==> src/rtl/fifo72_arb2.sv <==
`timescale 1ns/1ps
// ----------------------------------------------------------------------------
// fifo72_arb2
//
// Two-input frame arbiter between first-word-fall-through FIFOs carrying
// 72-bit words (8 lanes of {ctrl bit, byte}). Whole frames are forwarded from
// one input at a time to a single downstream FIFO write port. Frames that grow
// past MAX_WORDS are cut short with a forced terminator, and the rest of the
// frame is dropped.
//
// Handshake:
//   * Upstream: a word leaves input N in any cycle where inN_rd_en = 1.
//     inN_rd_en is only raised while inN_empty = 0, so a strobe always pops a
//     real word, and the pop completes in that same cycle.
//   * Downstream: out_wr_en = 1 writes out_din in that cycle. out_full is a
//     programmable-full flag with at least 2 words of slack, so it is sampled
//     as a "do not start a new write" signal; the registered write strobe
//     never depends on out_full combinationally.
//
// Ports:
//   sys_clk, sys_rst_n     clock; asynchronous active-low reset
//   in0_dout, in1_dout     FIFO head words, [71:64] ctrl, [63:0] lane bytes
//   in0_empty, in1_empty   FIFO empty flags
//   in0_rd_en, in1_rd_en   pop strobes (combinational)
//   out_full               downstream almost-full
//   out_wr_en, out_din     registered write strobe and word
//   grant                  index of the current or most recent owner
//   trunc_cnt              number of truncated frames (wraps)
//   junk_cnt               number of discarded non-idle words in IDLE (wraps)
//   dbg_state              FSM state: 0 IDLE, 1 XFER, 2 DROP
// ----------------------------------------------------------------------------
module fifo72_arb2 #(
  parameter int MAX_WORDS = 1200
) (
  input  logic        sys_clk,
  input  logic        sys_rst_n,
  input  logic [71:0] in0_dout,
  input  logic [71:0] in1_dout,
  input  logic        in0_empty,
  input  logic        in1_empty,
  output logic        in0_rd_en,
  output logic        in1_rd_en,
  input  logic        out_full,
  output logic        out_wr_en,
  output logic [71:0] out_din,
  output logic        grant,
  output logic [15:0] trunc_cnt,
  output logic [15:0] junk_cnt,
  output logic [1:0]  dbg_state
);

  localparam logic [71:0] IDLE_WORD = 72'hFF_0707070707070707;
  localparam logic [71:0] TERM_WORD = 72'hFF_07070707070707FD;
  localparam logic [13:0] MAX_W     = 14'(MAX_WORDS);

  typedef enum logic [1:0] {
    ST_IDLE = 2'd0,
    ST_XFER = 2'd1,
    ST_DROP = 2'd2
  } state_t;

  // Word classification helpers.
  function automatic logic is_sof(input logic [71:0] w);
    return w[64] && (w[7:0] == 8'hFB);
  endfunction

  function automatic logic is_eof(input logic [71:0] w);
    logic hit;
    hit = 1'b0;
    for (int k = 0; k < 8; k++) begin
      if (w[64+k] && (w[8*k +: 8] == 8'hFD)) hit = 1'b1;
    end
    return hit;
  endfunction

  function automatic logic is_idle(input logic [71:0] w);
    return w == IDLE_WORD;
  endfunction

  // --------------------------------------------------------------------------
  // State and registered outputs
  // --------------------------------------------------------------------------
  state_t      state_q, state_d;
  logic        grant_q, grant_d;
  logic [13:0] cnt_q, cnt_d;
  logic [15:0] trunc_q, trunc_d;
  logic [15:0] junk_q, junk_d;
  logic        wr_q, wr_d;
  logic [71:0] din_q, din_d;

  // Combinational pop decisions before reset gating.
  logic        pop0, pop1;
  logic [1:0]  junk_inc;

  // Per-input classification of the current heads.
  logic        sof0, sof1;
  logic        idle0, idle1;
  logic [71:0] g_head;
  logic        g_empty;
  logic        g_eof;

  assign sof0  = !in0_empty && is_sof(in0_dout);
  assign sof1  = !in1_empty && is_sof(in1_dout);
  assign idle0 = is_idle(in0_dout);
  assign idle1 = is_idle(in1_dout);

  // Head of the granted input, used in XFER and DROP.
  assign g_head  = grant_q ? in1_dout  : in0_dout;
  assign g_empty = grant_q ? in1_empty : in0_empty;
  assign g_eof   = is_eof(g_head);

  always_comb begin
    pop0     = 1'b0;
    pop1     = 1'b0;
    junk_inc = 2'd0;
    state_d  = state_q;
    grant_d  = grant_q;
    cnt_d    = cnt_q;
    trunc_d  = trunc_q;
    wr_d     = 1'b0;
    din_d    = din_q;

    case (state_q)
      ST_IDLE: begin
        if (sof0 && sof1) begin
          // Tie: the input that did not own the link most recently wins.
          grant_d = ~grant_q;
          state_d = ST_XFER;
          cnt_d   = '0;
        end else if (sof0) begin
          grant_d = 1'b0;
          state_d = ST_XFER;
          cnt_d   = '0;
          pop1    = !in1_empty;
        end else if (sof1) begin
          grant_d = 1'b1;
          state_d = ST_XFER;
          cnt_d   = '0;
          pop0    = !in0_empty;
        end else begin
          pop0 = !in0_empty;
          pop1 = !in1_empty;
        end
        // The granted SOF is never popped here, so any pop is a discard.
        junk_inc = {1'b0, pop0 && !idle0} + {1'b0, pop1 && !idle1};
      end

      ST_XFER: begin
        if (!out_full) begin
          if (cnt_q == MAX_W) begin
            // Frame too long: close it downstream and drop the remainder.
            wr_d    = 1'b1;
            din_d   = TERM_WORD;
            trunc_d = trunc_q + 16'd1;
            state_d = ST_DROP;
          end else if (!g_empty) begin
            pop0  = ~grant_q;
            pop1  = grant_q;
            wr_d  = 1'b1;
            din_d = g_head;
            cnt_d = cnt_q + 14'd1;
            if (g_eof) state_d = ST_IDLE;
          end
        end
      end

      ST_DROP: begin
        // Draining ignores out_full because nothing is written.
        if (!g_empty) begin
          pop0 = ~grant_q;
          pop1 = grant_q;
          if (g_eof) state_d = ST_IDLE;
        end
      end

      default: begin
        state_d = ST_IDLE;
      end
    endcase

    junk_d = junk_q + 16'(junk_inc);
  end

  always_ff @(posedge sys_clk or negedge sys_rst_n) begin
    if (!sys_rst_n) begin
      state_q <= ST_IDLE;
      grant_q <= 1'b1;
      cnt_q   <= '0;
      trunc_q <= '0;
      junk_q  <= '0;
      wr_q    <= 1'b0;
      din_q   <= '0;
    end else begin
      state_q <= state_d;
      grant_q <= grant_d;
      cnt_q   <= cnt_d;
      trunc_q <= trunc_d;
      junk_q  <= junk_d;
      wr_q    <= wr_d;
      din_q   <= din_d;
    end
  end

  // Pops are combinational, so they are gated directly by reset to stay
  // quiet while the block is held in reset.
  assign in0_rd_en = pop0 && sys_rst_n;
  assign in1_rd_en = pop1 && sys_rst_n;

  assign out_wr_en = wr_q;
  assign out_din   = din_q;
  assign grant     = grant_q;
  assign trunc_cnt = trunc_q;
  assign junk_cnt  = junk_q;
  assign dbg_state = state_q;

endmodule
==> config.mk <==
export PLATFORM = sky130hd
export DESIGN_NAME = fifo72_arb2
export DESIGN_NICKNAME = d
export VERILOG_FILES = /design/src/rtl/fifo72_arb2.sv
export SDC_FILE = /design/constraint.sdc
export NUM_CORES = 1
export LEC_CHECK = 0
export ABC_CLOCK_PERIOD_IN_PS = 2120
export CAP_MARGIN = 25
export CORE_AREA = 2 2 133 135
export DETAILED_ROUTE_END_ITERATION = 10
export DIE_AREA = 0 0 135 137
export PLACE_DENSITY = 0.79
export REMOVE_ABC_BUFFERS = 1
export SLEW_MARGIN = 10
export SYNTH_ARGS = -nofsm -noshare
export SYNTH_HDL_FRONTEND = slang
export SYNTH_SLANG_ARGS = --single-unit
export TNS_END_PERCENT = 30
==> constraint.sdc <==
create_clock -name sys_clk -period 2.12 [get_ports sys_clk]
set_clock_uncertainty 0.1 [all_clocks]
set_input_delay 0.636 -clock sys_clk [delete_from_list [all_inputs] [get_ports sys_clk]]
set_output_delay 0.636 -clock sys_clk [all_outputs]
set_load 0.02 [all_outputs]
==> results.toml <==
[status]
outcome = "complete, but fails checks"
violations = "negative setup slack"

[critical_path]
arrival_ns = 3.39
regToRegSetupSlack_ns = -0.42
worstSetupPathType = "input pin to flop"
startpoint_type = "input pin"
crit_fanout = 2
crit_required_ns = 2.32
setup.worst_path.end_class = "flop"

[floorplanning]
initial_core_util = 0.391
dieArea_sq_um = 18500
core_area_sq_um = 17100
die_width_microns = 135
die_h_microns = 137
pin_count = 259
rows = 48

[final_layout]
final_net_count = 1330
drive_above_1_share = 0.370
fill_cells = 1177
finalNonFillerCells = 1418
area_growth_pct = 84.5

[global_routing]
met1_usage = 0.356
grt_use_met2 = 0.534
antenna_found_initial = 5
grt_use_total = 0.312
grt_pass1_vias = 7950
grtUsageMet3 = 0.0889
grt_pass1_wl_mm = 43.3
grt_max_degree = 51
grt_overflow_total = 0
grt_busiest_layer = "met2"

[clocking]
clock-root-buffer = "clkbuf_16"
h-tree-depth = 4
cts_buffer_depth = 2
clk_latency_ns = 0.42
path_clk_slew_ns = 0.06
cts_buffers = 17
cts_tree = "done"
cts.sinks = 122

[power_and_ir_drop]
power_mw = 7.94
power.leakage_nw = 6.45
power_density_nw_per_um2 = 645
peakVddDrop_uv = 638

[yosys]
synth_edf_count = 0
yosysWarnings = 0
synth_largest_area_cell = "dfrtp_1"
seq_area_frac_synth = 0.458
ys_types = 61
netlist_top_cells_area = "dfrtp_1 (45%), mux2i_1 (11%), nand2_1 (4.8%)"
synthCells = 690
netlist.area_leader.share = 0.454
avgSynthCellArea_sq_um = 9.67
ys_ff_latch = 122
postSynth.asyncResetShare = 1.00
syn_area_sq_um = 6670
ys.flop_type = "dfrtp_1"

[timing]
period_share = 1.51
hold_viol_final = 0
fin_crit_ns = 3.19
timing.hold.ws_ns = 0.213
slew_violations = 0
rsz0062_at_grt = "yes"
timing.final.ws_setup_ns = -1.07
setup_viol = 50
max_freq_mhz = 313
worstMarginPinSlew_ns = 0.679
final.setup.tns_ns = -15.06
relSlewSlack = 0.548

[min_path]
holdCritPathClass = "input pin to asynchronous set/reset pin"

[drt]
ant_nets = 0
vias = 7854
post_drt_wl_per_cell_microns = 21.1
detail_route.iter0.violations = 454
drc = 0
totalWireLength_mm = 30.0
dr.pass1.iters = 5
via_per_inst = 5.54

[job]
maxCapViolCount = 0

[placed_design]
finalWeightedCongestion = 0.936
dpl.hpwl_mm = 21.2
numPortBuffers = 258
placed_cells = 1346
## critical path: stages
cell and delay, ns:
buf_6 0.10, nor4b_4 0.28, nand4_1 0.25, nor4_4 0.39, a211oi_2 0.12, ha_1 0.30
and2_4 0.15, ha_4 0.13, inv_2 0.04, fa_2 0.36, nor2_4 0.13, buf_4 0.12
buf_6 0.07, buf_4 0.10, nand2_2 0.06, xnor2_2 0.14
## worst paths after layout
| path | to | from | depth (start not counted) |
|---|---|---|---|
| min | out_din[55] | sys_rst_n | 2 |
| max reg2reg | junk_cnt[8] | dbg_state[1] | 13 |
| max in group asynchronous | out_din[47] | sys_rst_n | 3 |
| max | junk_cnt[8] | in1_dout[37] | 16 |
| min reg2reg | junk_cnt[15] | junk_cnt[15] | 1 |
| min in group sys_clk | junk_cnt[15] | junk_cnt[15] | 1 |
## through the flow
| step | setup WS (ns) | util | instance area (sq um) |
|---|---|---|---|
| 3_5_place_dp | -2.20 | 0.645 | 11000 |
| 5_1_grt | -1.19 | 0.722 | 12300 |
| 2_1_floorplan | -2.75 | - | 6540 |
| 6_report | -1.07 | 0.722 | 12300 |
| 4_1_cts | -0.908 | 0.695 | 11900 |
| 3_3_place_gp | -2.02 | 0.645 | 11000 |
## layer usage
| layer | routed length [microns] | vias up |
|---|---|---|
| met3 | 2660 | 126 |
| met1 | 11200 | 3798 |
| met4 | 1680 | 0 |
| met5 | 0 | - |
| met2 | 14400 | 452 |
| li1 | - | 3478 |
## power by group
part / internal [mW] / leakage [nW] / total [mW] / switching [mW]
Sequential: 2.62 / 1.51 / 2.84 / 0.225
Combinational: 0.976 / 4.65 / 2.16 / 1.19
Clock: 1.88 / 0.293 / 2.94 / 1.06
Total: 5.47 / 6.45 / 7.94 / 2.47
## cell families (layout without fill, tap and decap cells)
| group | after synthesis | count (layout) | synth area share |
|---|---|---|---|
| fa+ha+maj | 7 | 7 | 0.0142 |
| mux | 76 | 76 | 0.116 |
| simple gates | 306 | 306 | 0.250 |
| buf+inv | 39 | 536 | 0.0270 |
| other cells | 0 | 6 | 0 |
| compound gates | 99 | 99 | 0.0808 |
| flops | 122 | 122 | 0.458 |
| xor+xnor | 41 | 41 | 0.0538 |
## flip-flops by register name (all words and copies together), names as in the netlist
signal,count
cnt_q,14
dbg_state,2
out_din,72
trunc_cnt,16
junk_cnt,16
out_wr_en,1
grant,1
## synthesized netlist by cell type (3+ instances only)
master / n
nand4b_1: 12
clkbuf_1: 6
nand3_1: 20
clkbuf_2: 3
nand3b_1: 3
nand2_1: 85
nor3_1: 10
dfrtp_1: 121
nor4bb_1: 6
nor2_1: 67
xnor2_1: 23
ha_1: 6
o21ai_1: 9
nor4_1: 13
a21oi_1: 39
and2_1: 5
nand2b_1: 7
and3_1: 9
nor4b_1: 10
and4_1: 3
nand4_1: 33
mux2i_1: 73
inv_1: 9
o21ai_0: 36
xor2_1: 18
buf_2: 18
a22oi_1: 3
## area by class of cell
class	count	area [sq um]	area share
Inverter	11	43.8	0.00356
Clock buffer	25	505	0.0410
Antenna cell	6	15.0	0.00122
Timing Repair Buffer	493	4250	0.345
Multi-Input combinational cell	529	4080	0.331
Clock inverter	7	87.6	0.00711
Sequential cell	122	3060	0.248
Tap cell	225	282	0.0229
## cell usage in the layout, fill, tap and decap left out, types with 7 or more instances in the layout
cell	count
clkdlybuf4s15_2	13
buf_6	22
buf_2	39
buf_12	8
mux2i_1	73
clkdlybuf4s50_1	9
clkdlybuf4s15_1	11
nor4b_4	10
and3_1	8
dlygate4sd2_1	162
a21oi_1	37
o21ai_0	11
clkbuf_16	20
xor2_1	17
xnor2_1	19
nand4b_1	12
nand2_1	74
nand4_1	33
dfrtp_1	121
nand2_2	9
nand3_1	15
inv_1	7
o21ai_1	31
nor2_1	63
nor4_4	7
buf_4	211
## repair_timing
action,4_1_cts,5_1_grt
pin swaps,82,36
hold buffers,0,0
buffers inserted,20,21
endpoints found under the setup margin,182,114
cloned,2,3
gates resized for setup,547,100
Note: power is estimated with default switching activity, not from simulation.
